**src/rtl/de_scoreboard_mp_pkg.sv**
```systemverilog
// Shared defaults and helpers for the decode-stage multi-writer register scoreboard.
package de_scoreboard_mp_pkg;

  localparam int unsigned NREGS_D     = 32;
  localparam int unsigned RBITS_D     = 5;
  localparam int unsigned CNT_BITS_D  = 2;
  localparam int unsigned NUM_REL_D   = 2;
  localparam int unsigned BYPASS_WB_D = 1;

  // x0 is hardwired zero and never tracked
  localparam int unsigned REG_ZERO = 0;

  localparam int unsigned REL_BUS_W = 64;
  localparam int unsigned REG_W_MAX = 16;

  // Extract release port k's register number from the flattened release bus
  function automatic logic [REG_W_MAX-1:0] rel_slice(input logic [REL_BUS_W-1:0] bus,
                                                     input int unsigned k,
                                                     input int unsigned rbits);
    logic [REL_BUS_W-1:0] mask;
    mask = (REL_BUS_W'(1) << rbits) - REL_BUS_W'(1);
    return REG_W_MAX'((bus >> (k * rbits)) & mask);
  endfunction

endpackage

```
**src/rtl/de_scoreboard_mp_if.sv**
```systemverilog
// Decode-to-scoreboard interface: issue request, release ports and stall/status results.
interface de_scoreboard_mp_if
  import de_scoreboard_mp_pkg::*;
#(
  parameter int unsigned NREGS    = NREGS_D,
  parameter int unsigned RBITS    = RBITS_D,
  parameter int unsigned CNT_BITS = CNT_BITS_D,
  parameter int unsigned NUM_REL  = NUM_REL_D
);

  logic                        iss_valid;
  logic                        use_rs1;
  logic                        use_rs2;
  logic [RBITS-1:0]            rs1;
  logic [RBITS-1:0]            rs2;
  logic                        wr_reg;
  logic [RBITS-1:0]            rd;
  logic                        br_mispred;
  logic [NUM_REL-1:0]          rel_valid;
  logic [NUM_REL*RBITS-1:0]    rel_regno;
  logic                        stall;
  logic                        iss_fire;
  logic [NREGS-1:0]            busy;
  logic [RBITS+CNT_BITS-1:0]   pending;
  logic                        err;

  modport master (
    output iss_valid, use_rs1, use_rs2, rs1, rs2, wr_reg, rd, br_mispred,
           rel_valid, rel_regno,
    input  stall, iss_fire, busy, pending, err
  );

  modport slave (
    input  iss_valid, use_rs1, use_rs2, rs1, rs2, wr_reg, rd, br_mispred,
           rel_valid, rel_regno,
    output stall, iss_fire, busy, pending, err
  );

endinterface

```
**src/rtl/de_sb_counter.sv**
```systemverilog
// Per-register in-flight write counter: net alloc/release update with under/overflow flags.
module de_sb_counter #(
  parameter int unsigned CNT_BITS  = 2,
  parameter int unsigned RELW      = 2,
  parameter int unsigned CALC_W    = 7,
  parameter int unsigned BYPASS_WB = 1
) (
  input  logic                clk,
  input  logic                reset_n,
  input  logic                alloc,
  input  logic [RELW-1:0]     rel_n,
  output logic [CNT_BITS-1:0] cnt,
  output logic                busy,
  output logic                will_clear,
  output logic                underflow,
  output logic                overflow
);

  localparam logic [CALC_W-1:0] MAX_W = CALC_W'((1 << CNT_BITS) - 1);

  logic [CNT_BITS-1:0] cnt_q;
  logic [CNT_BITS-1:0] cnt_d;
  logic [CALC_W-1:0]   add_w;
  logic [CALC_W-1:0]   rel_w;
  logic [CALC_W-1:0]   net_w;

  // Wide net update so cnt + alloc - rel never wraps mid-expression
  always_comb begin
    cnt_d     = cnt_q;
    add_w     = CALC_W'(cnt_q) + CALC_W'(alloc);
    rel_w     = CALC_W'(rel_n);
    net_w     = add_w - rel_w;
    underflow = rel_w > add_w;
    overflow  = !underflow && (net_w > MAX_W);
    if (underflow) begin
      cnt_d = '0;
    end else if (overflow) begin
      cnt_d = '1;
    end else begin
      cnt_d = CNT_BITS'(net_w);
    end
  end

  always_ff @(posedge clk or negedge reset_n) begin
    if (!reset_n) begin
      cnt_q <= '0;
    end else begin
      cnt_q <= cnt_d;
    end
  end

  // will_clear: every outstanding write retires this cycle, so readers may bypass
  always_comb begin
    cnt        = cnt_q;
    busy       = (cnt_q != '0);
    will_clear = (BYPASS_WB != 0) && busy && (CALC_W'(cnt_q) <= rel_w);
  end

endmodule

```
**src/rtl/de_scoreboard_mp.sv**
```systemverilog
// Decode-stage register scoreboard: counts outstanding writers per register, decides stall/fire.
module de_scoreboard_mp
  import de_scoreboard_mp_pkg::*;
#(
  parameter int unsigned NREGS     = NREGS_D,
  parameter int unsigned RBITS     = RBITS_D,
  parameter int unsigned CNT_BITS  = CNT_BITS_D,
  parameter int unsigned NUM_REL   = NUM_REL_D,
  parameter int unsigned BYPASS_WB = BYPASS_WB_D
) (
  input  logic               clk,
  input  logic               reset_n,
  de_scoreboard_mp_if.slave  sb
);

  localparam int unsigned RELW = $clog2(NUM_REL + 1);
  localparam int unsigned PW   = RBITS + CNT_BITS;
  localparam logic [CNT_BITS-1:0] CNT_MAX = '1;
  localparam logic [RBITS-1:0]    RZ      = RBITS'(REG_ZERO);

  logic [RBITS-1:0]    rel_reg [NUM_REL];
  logic [RELW-1:0]     rel_n   [NREGS];
  logic [CNT_BITS-1:0] cnt     [NREGS];
  logic [NREGS-1:0]    busy;
  logic [NREGS-1:0]    will_clear;
  logic [NREGS-1:0]    underflow;
  logic [NREGS-1:0]    overflow;
  logic [NREGS-1:0]    hazard;
  logic [NREGS-1:0]    full;
  logic                src1_haz;
  logic                src2_haz;
  logic                full_haz;
  logic                stall_c;
  logic                fire_c;
  logic [PW-1:0]       pending;
  logic                err_q;

  always_comb begin
    for (int unsigned k = 0; k < NUM_REL; k++) begin
      rel_reg[k] = RBITS'(rel_slice(REL_BUS_W'(sb.rel_regno), k, RBITS));
    end
  end

  // Per-register release popcount; duplicate ports each count, x0 ignored
  always_comb begin
    for (int unsigned r = 0; r < NREGS; r++) begin
      rel_n[r] = '0;
      for (int unsigned k = 0; k < NUM_REL; k++) begin
        if ((r != REG_ZERO) && sb.rel_valid[k] && (rel_reg[k] == RBITS'(r))) begin
          rel_n[r] = rel_n[r] + RELW'(1);
        end
      end
    end
  end

  assign cnt[0]        = '0;
  assign busy[0]       = 1'b0;
  assign will_clear[0] = 1'b0;
  assign underflow[0]  = 1'b0;
  assign overflow[0]   = 1'b0;

  for (genvar g = 1; g < NREGS; g++) begin : g_cnt
    de_sb_counter #(
      .CNT_BITS  (CNT_BITS),
      .RELW      (RELW),
      .CALC_W    (PW),
      .BYPASS_WB (BYPASS_WB)
    ) u_cnt (
      .clk        (clk),
      .reset_n    (reset_n),
      .alloc      (fire_c && sb.wr_reg && (sb.rd == RBITS'(g))),
      .rel_n      (rel_n[g]),
      .cnt        (cnt[g]),
      .busy       (busy[g]),
      .will_clear (will_clear[g]),
      .underflow  (underflow[g]),
      .overflow   (overflow[g])
    );
  end

  always_comb begin
    for (int unsigned r = 0; r < NREGS; r++) begin
      hazard[r] = busy[r] && !will_clear[r];
      full[r]   = (cnt[r] == CNT_MAX) && (rel_n[r] == '0);
    end
  end

  // Stall/fire decision; an instruction's own allocation never hazards its sources
  always_comb begin
    src1_haz = sb.use_rs1 && (sb.rs1 != RZ) && hazard[sb.rs1];
    src2_haz = sb.use_rs2 && (sb.rs2 != RZ) && hazard[sb.rs2];
    full_haz = sb.wr_reg && (sb.rd != RZ) && full[sb.rd];
    stall_c  = (sb.iss_valid && (src1_haz || src2_haz || full_haz)) || sb.br_mispred;
    fire_c   = sb.iss_valid && !stall_c;
  end

  always_comb begin
    pending = '0;
    for (int unsigned r = 0; r < NREGS; r++) begin
      pending = pending + PW'(cnt[r]);
    end
  end

  always_ff @(posedge clk or negedge reset_n) begin
    if (!reset_n) begin
      err_q <= 1'b0;
    end else if ((|underflow) || (|overflow)) begin
      err_q <= 1'b1;
    end
  end

  assign sb.stall    = stall_c;
  assign sb.iss_fire = fire_c;
  assign sb.busy     = busy;
  assign sb.pending  = pending;
  assign sb.err      = err_q;

endmodule
```
**src/flat_wrapper.sv**
```systemverilog
// flat-port wrapper written by rule: the top's interface ports become plain ports
module de_scoreboard_mp_flat import de_scoreboard_mp_pkg::*;
#(
  parameter int unsigned NREGS     = NREGS_D,
  parameter int unsigned RBITS     = RBITS_D,
  parameter int unsigned CNT_BITS  = CNT_BITS_D,
  parameter int unsigned NUM_REL   = NUM_REL_D,
  parameter int unsigned BYPASS_WB = BYPASS_WB_D
)
  (clk, reset_n, sb_iss_valid, sb_use_rs1, sb_use_rs2, sb_rs1, sb_rs2, sb_wr_reg, sb_rd, sb_br_mispred, sb_rel_valid, sb_rel_regno, sb_stall, sb_iss_fire, sb_busy, sb_pending, sb_err);
  de_scoreboard_mp_if #(.NREGS(NREGS), .RBITS(RBITS), .CNT_BITS(CNT_BITS), .NUM_REL(NUM_REL)) sb_i ();
  input  logic clk;
  input  logic reset_n;
  input wire logic [$bits(sb_i.iss_valid)-1:0] sb_iss_valid;
  input wire logic [$bits(sb_i.use_rs1)-1:0] sb_use_rs1;
  input wire logic [$bits(sb_i.use_rs2)-1:0] sb_use_rs2;
  input wire logic [$bits(sb_i.rs1)-1:0] sb_rs1;
  input wire logic [$bits(sb_i.rs2)-1:0] sb_rs2;
  input wire logic [$bits(sb_i.wr_reg)-1:0] sb_wr_reg;
  input wire logic [$bits(sb_i.rd)-1:0] sb_rd;
  input wire logic [$bits(sb_i.br_mispred)-1:0] sb_br_mispred;
  input wire logic [$bits(sb_i.rel_valid)-1:0] sb_rel_valid;
  input wire logic [$bits(sb_i.rel_regno)-1:0] sb_rel_regno;
  output wire logic [$bits(sb_i.stall)-1:0] sb_stall;
  output wire logic [$bits(sb_i.iss_fire)-1:0] sb_iss_fire;
  output wire logic [$bits(sb_i.busy)-1:0] sb_busy;
  output wire logic [$bits(sb_i.pending)-1:0] sb_pending;
  output wire logic [$bits(sb_i.err)-1:0] sb_err;
  assign sb_i.iss_valid = sb_iss_valid;
  assign sb_i.use_rs1 = sb_use_rs1;
  assign sb_i.use_rs2 = sb_use_rs2;
  assign sb_i.rs1 = sb_rs1;
  assign sb_i.rs2 = sb_rs2;
  assign sb_i.wr_reg = sb_wr_reg;
  assign sb_i.rd = sb_rd;
  assign sb_i.br_mispred = sb_br_mispred;
  assign sb_i.rel_valid = sb_rel_valid;
  assign sb_i.rel_regno = sb_rel_regno;
  assign sb_stall = sb_i.stall;
  assign sb_iss_fire = sb_i.iss_fire;
  assign sb_busy = sb_i.busy;
  assign sb_pending = sb_i.pending;
  assign sb_err = sb_i.err;
  de_scoreboard_mp #(.NREGS(NREGS), .RBITS(RBITS), .CNT_BITS(CNT_BITS), .NUM_REL(NUM_REL), .BYPASS_WB(BYPASS_WB)) u_core (.clk(clk), .reset_n(reset_n), .sb(sb_i));
endmodule
```
**config.mk**
```make
export PLATFORM = sky130hd
export DESIGN_NAME = de_scoreboard_mp_flat
export DESIGN_NICKNAME = d
export VERILOG_FILES = /design/src/rtl/de_scoreboard_mp_pkg.sv /design/src/rtl/de_scoreboard_mp_if.sv /design/src/rtl/de_sb_counter.sv /design/src/rtl/de_scoreboard_mp.sv /design/src/flat_wrapper.sv
export SDC_FILE = /design/constraint.sdc
export NUM_CORES = 1
export LEC_CHECK = 0
export BUFFER_PORTS_ARGS = -buffer_cell sky130_fd_sc_hd__buf_4
export CORE_ASPECT_RATIO = 0.8
export CORE_UTILIZATION = 60
export DETAILED_ROUTE_END_ITERATION = 10
export GPL_TIMING_DRIVEN = 0
export PLACE_DENSITY = 0.8
export RECOVER_POWER = 100
export SKIP_CTS_REPAIR_TIMING = 1
export SYNTH_ARGS = -nofsm -noshare
export SYNTH_HDL_FRONTEND = slang
export SYNTH_SLANG_ARGS = --single-unit
```
**constraint.sdc**
```tcl
create_clock -name clk -period 7.8 [get_ports clk]
set_input_delay 0.78 -clock clk [delete_from_list [all_inputs] [get_ports clk]]
set_output_delay 0.78 -clock clk [all_outputs]
set_load 0.1 [all_outputs]
```
==> results of run 1 <==
final timing paths:
kind / end / slack (ns) / start / cells after the start
min: u_core.sb.err$_DFFE_PN0P_ / 0.87 / u_core.sb.err$_DFFE_PN0P_ / 4
max in group asynchronous: u_core.g_cnt[17].u_cnt.cnt[0]$_DFF_PN0_ / 3.65 / reset_n / 1
max: u_core.sb.err$_DFFE_PN0P_ / 0.23 / sb_rel_regno[1] / 27
min reg2reg: u_core.sb.err$_DFFE_PN0P_ / 0.87 / u_core.sb.err$_DFFE_PN0P_ / 4
max reg2reg: u_core.sb.err$_DFFE_PN0P_ / 1.73 / u_core.g_cnt[16].u_cnt.cnt[0]$_DFF_PN0_ / 21
min in group asynchronous: u_core.g_cnt[3].u_cnt.cnt[1]$_DFF_PN0_ / 1.83 / reset_n / 1
sequential cells by signal, indices dropped and copies added (netlist names):
name	count
u_core.sb.err	1
u_core.g_cnt.u_cnt.cnt	62
area by class of cell:
cell class	instances	area (um2)	share of cell area, %
inverter	313	1175	8.859
timing repair buffer	66	349.1	2.632
clock buffer	11	242.7	1.830
buffer	61	392.9	2.963
multi-input combinational	967	9114	68.72
tap	264	330.3	2.491
clock inverter	5	81.33	0.6133
sequential	63	1577	11.89
routing by layer:
layer  global-route usage, %  vias to the layer above  part of all wire (%)
met2                   58.02                      607                    42
met4                   17.48                        0                   5.0
met1                   48.52                     5096                    40
met5                       0                        -                     0
li1                        -                     4800                     -
met3                   13.67                      149                    13
synth_stat cells, types with 4 or more instances:
cell type	n	share of area (%)
o22ai_1	13	0.66
buf_2	11	0.45
mux2i_1	4	0.33
nand2_1	110	3.4
o2111ai_1	7	0.50
clkbuf_1	12	0.37
nor4_1	45	2.3
nor2_1	37	1.1
o22a_1	4	0.29
and3_1	7	0.36
fa_1	119	19
nor3_1	8	0.33
ha_1	260	27
o21ai_0	8	0.33
buf_4	33	2.0
or2_2	28	1.4
nand2b_1	10	0.51
a31oi_1	27	1.4
a2bb2oi_1	4	0.29
o211ai_1	35	2.1
dfrtp_1	63	13
and2_1	5	0.26
inv_1	312	9.6
a21oi_1	83	3.4
nor2b_1	72	3.7
nand3_1	16	0.65
nand4_1	14	0.71
mux4_2	6	1.1
buf_6	4	0.37
metrics by stage:
step	worst slack, ns	utilization (%)	hold WS [ns]
5_1_grt	0.02099	66.59	0.8261
6_report	0.2329	66.59	0.8714
3_5_place_dp	0.3310	65.71	0.7809
4_1_cts	0.2766	67.33	0.6041
2_1_floorplan	0.07628	-	0.4844
3_3_place_gp	0.4215	65.71	0.7898
worst max-delay path, stage by stage:
cell	delay, ns
clkbuf_1	0.13
and2_0	0.15
clkbuf_1	0.75
nand2_1	0.20
inv_1	0.12
ha_1	0.23
inv_1	0.10
ha_1	0.30
nor2b_1	0.13
o211ai_1	0.18
mux4_2	0.51
nor3b_1	0.15
nor4_1	0.47
or3_1	0.19
clkbuf_1	0.24
buf_2	0.35
nor4_2	0.12
ha_1	0.23
ha_1	0.28
inv_1	0.05
fa_1	0.40
ha_1	0.27
nor2b_1	0.36
o22a_1	0.19
o221ai_1	0.32
nor4_1	0.39
nand4_1	0.18
cell families after synthesis:
group	Yosys count	share of synthesized area (%)
and+or+nand+nor	364	15.53
other	1	0.03059
muxes	11	1.521
AOI/OAI and AO/OA	208	10.98
DFF	63	12.86
adders and majority gates	379	45.97
xor gates and xnor gates	4	0.2858
buffers and inverters	374	12.82
==> impl_metrics.toml, run 1 <==
[setup_path]
worst_setup_ep_type = "flop"
worstPathRequired_ns = 8.01
path_class = "in2reg"
critPathArrivalTime_ns = 7.78
startpoint_type = "primary input"
critical_path.max_fanout = 10

[global_route]
overflow = 0
grt.total_usage_pct = 38.04
grt_start_max_net_pins = 64
wire_length_of_the_first_global_routing_pass_um = 58530
first_global_vias = 10570
grt_antenna_before_repair = 0

[detailed_routing]
detailedRoute.firstIterationViolations = 1251
wire_length_reported_by_the_detailed_router_um = 38120
vias_per_cell = 6.087
routed_length_per_placed_instance_um = 21.78
drt_pass1_iterations = 7
drtAntennaViolNets = 0
drc_errors = 0
num_vias = 10650

[run_status]
status = "complete, but fails checks"
failed_checks = "max-capacitance violations, max-slew violations"

[timing]
unrepaired_setup_endpoints_after_global_routing = "false"
setup_tns_ns = 0
timing_hold_violations_final = 0
min_period_over_period_pct = 97.01
final-setup-viol-count = 0
timing.clock.skew_ns = 0.008152
report.final.slew_viol_count = 64
max_clock_freq_mhz = 132.2
slew_headroom_pct = -172.3
worst_slew_pin_slew_ns = 4.084
finalCriticalPeriod_ns = 7.567

[cts]
cts-root-buf = "clkbuf_16"
skew_pair_late_insertion_delay_ns = 0.36
worst_setup_hold_path_clk_slew_ns = 0.06
h_tree_levels = 3
cts.sinks = 63
cts_made_buffers = 9
cts-root-to-sink-buffers = 2
cts_tree = "yes"

[finish]
mostFrequentLayoutCells = "inv_1 (312), ha_1 (260), fa_1 (119)"
postLayoutCellArea_um2 = 13260
layout.nets = 1894
commonest_non_fill_non_tap_cell_in_the_layout = "inv_1"
num_antenna_cells = 0
nFillCells = 1701
finished_layout_cells = 1750
syn_to_final_growth_pct = 8.175
drive_gt1_share_pct = 8.546

[floorplan]
floorplan.core_area_um2 = 19910
die-area_um2 = 21010
dieHeight_um = 129.9
rows = 46
initial_utilization_pct = 61.56
chipWidth_um = 161.8
i_o_pin_cnt = 76

[worst_hold_path]
worst_hold_path_type = "reg2reg"

[logic_synthesis]
ys_async_sr_fraction_pct = 100.0
number_of_enable_flip_flop_cells_after_synthesis = 0
yosysSeqAreaShare_pct = 12.86
synth.yosys.warnings = 0
synth_area_per_cell_um2 = 8.732
synth_nets = 1817
syn_inst = 1404
netlist_area_um2 = 12260
postSynth.topFlopCell = "dfrtp_1"
ys_types = 58
synth_register_bits = 63

[placed_design]
dp_hpwl_um = 31410
post_dp_cell_area_um2 = 13090
post-place-cells = 1734
finalWeightedCongestion = 1.021
buffer_ports.inserted = 66

[job]
max_cap_violations = 1
Power of run 1 is not shown: default switching activity piles up to over one toggle a cycle in this logic, so the estimate is an artifact.
==> run 2: changes to the inputs <==
--- a/config.mk
+++ b/config.mk
@@ -5,12 +5,14 @@
 export SDC_FILE = /design/constraint.sdc
 export NUM_CORES = 1
 export LEC_CHECK = 0
-export BUFFER_PORTS_ARGS = -buffer_cell sky130_fd_sc_hd__buf_4
+export CELL_PAD_IN_SITES_DETAIL_PLACEMENT = 0
+export CELL_PAD_IN_SITES_GLOBAL_PLACEMENT = 1
 export CORE_ASPECT_RATIO = 0.8
-export CORE_UTILIZATION = 60
+export CORE_UTILIZATION = 52
 export DETAILED_ROUTE_END_ITERATION = 10
+export DONT_BUFFER_PORTS = 1
 export GPL_TIMING_DRIVEN = 0
-export PLACE_DENSITY = 0.8
+export PLACE_DENSITY = 0.85
 export RECOVER_POWER = 100
 export SKIP_CTS_REPAIR_TIMING = 1
 export SYNTH_ARGS = -nofsm -noshare
==> impl_metrics.toml, run 2 (synthesis gave the netlist of run 1 again) <==
[cts]
cts_made_buffers = 9
cts-root-to-sink-buffers = 2
cts-root-buf = "clkbuf_16"
worst_setup_hold_path_clk_slew_ns = 0.07
h_tree_levels = 3
cts.sinks = 63
skew_pair_late_insertion_delay_ns = 0.37
cts_tree = "yes"

[timing]
finalCriticalPeriod_ns = 7.610
timing.clock.skew_ns = 0.01267
max_clock_freq_mhz = 131.4
report.final.slew_viol_count = 0
slew_headroom_pct = 18.24
min_period_over_period_pct = 97.57
setup_tns_ns = 0
unrepaired_setup_endpoints_after_global_routing = "true"
final-setup-viol-count = 0
timing_hold_violations_final = 0
worst_slew_pin_slew_ns = 1.220

[floorplan]
floorplan.core_area_um2 = 22810
die-area_um2 = 24200
dieHeight_um = 139.3
i_o_pin_cnt = 76
chipWidth_um = 173.7
rows = 49
initial_utilization_pct = 53.75

[setup_path]
worst_setup_ep_type = "output port"
critPathArrivalTime_ns = 6.83
path_class = "reg2out"
cp_cell_sequence = "ha_1 > fa_1 > inv_1 > fa_1 > inv_1 > fa_1 > fa_1 > fa_1 > fa_1 > fa_1 > fa_1 > ha_1 > a21oi_1 > nor2_1 > nor2_2 > xnor2_2"
worstPathRequired_ns = 7.02
critical-path-top-cell-by-count = "fa_1"
critical_path.max_stage_delay_ns = 0.92
startpoint_type = "flop"
critical_path.max_fanout = 5
flop_to_flop_setup_slack_ns = 1.45
critical_path.slowest_cell = "xnor2_2"

[finish]
layout.nets = 1828
drive_gt1_share_pct = 5.493
commonest_non_fill_non_tap_cell_in_the_layout = "inv_1"
largest_register_ffs = 62
finished_layout_cells = 1727
syn_to_final_growth_pct = 5.307
finish.utilization_pct = 56.61
mostFrequentLayoutCells = "inv_1 (312), ha_1 (260), fa_1 (119)"

[detailed_routing]
routed_length_per_placed_instance_um = 22.66
vias_per_cell = 5.890
num_vias = 10170
detailedRoute.firstIterationViolations = 978
drt_pass1_iterations = 5
wire_length_reported_by_the_detailed_router_um = 39140
drc_errors = 0
drtAntennaViolNets = 0

[global_route]
grt_antenna_before_repair = 2
wire_length_of_the_first_global_routing_pass_um = 59510
first_global_vias = 9948
grt.total_usage_pct = 33.42
overflow = 0
grt_start_max_net_pins = 64

[placed_design]
post-place-cells = 1711
finalWeightedCongestion = 0.9989
dp_hpwl_um = 32710
buffer_ports.inserted = 0

[worst_hold_path]
worst_hold_path_type = "in2async"

[job]
max_cap_violations = 0

[run_status]
status = "finished clean"
==> run 2: cell type report <==
type | count | area, um2
fillers | 2145 | 9897
multi-input cells | 967 | 9185
flip-flops and latches | 63 | 1578
inverters | 313 | 1175
well taps | 306 | 382.9
plain buffers | 60 | 266.5
clock buffers | 13 | 250.2
clock inverters | 3 | 42.54
repair buffers | 1 | 27.53
diodes | 1 | 2.502
==> run 2: final timing paths <==
kind                                                         startpoint                                 endpoint  depth (start not counted)
worst max-delay path             u_core.g_cnt[2].u_cnt.cnt[0]$_DFF_PN0_                            sb_pending[4]                         16
max in group asynchronous                                       reset_n  u_core.g_cnt[18].u_cnt.cnt[1]$_DFF_PN0_                          0
min in group clk                u_core.g_cnt[31].u_cnt.cnt[0]$_DFF_PN0_  u_core.g_cnt[31].u_cnt.cnt[0]$_DFF_PN0_                          4
worst min register to register  u_core.g_cnt[31].u_cnt.cnt[0]$_DFF_PN0_  u_core.g_cnt[31].u_cnt.cnt[0]$_DFF_PN0_                          4
worst min-delay path                                            reset_n   u_core.g_cnt[3].u_cnt.cnt[0]$_DFF_PN0_                          0
worst max register to register  u_core.g_cnt[20].u_cnt.cnt[1]$_DFF_PN0_                u_core.sb.err$_DFFE_PN0P_                         20
==> run 2: per-layer routing <==
metal  global-route usage (%)  wire, um
met5                        0         0
met4                    11.17      1153
met3                    9.645      4489
met2                    49.69     16810
met1                    46.51     16680
==> run 2: stage by stage <==
stage               hold slack, ns  setup slack [ns]  area (um2)
detailed placement          0.4872           0.04208       12700
floorplan                   0.4844           0.07628       12260
global placement            0.4867           -0.2580       12640
global route                0.1017          -0.03792       12910
CTS                         0.1053           -0.1058       13000
finish                      0.1051            0.1896       12910
==> run 2: critical path: cells and delay by family (launching register included) <==
| kind | cells | cell delay, ns |
|---|---|---|
| compound gates | 1 | 0.09 |
| fa+ha+maj | 10 | 4.66 |
| flops | 1 | 0.44 |
| xor+xnor | 1 | 0.92 |
| simple gates | 2 | 0.20 |
| buf+inv | 2 | 0.15 |
Power of run 2 is left out for the same reason.
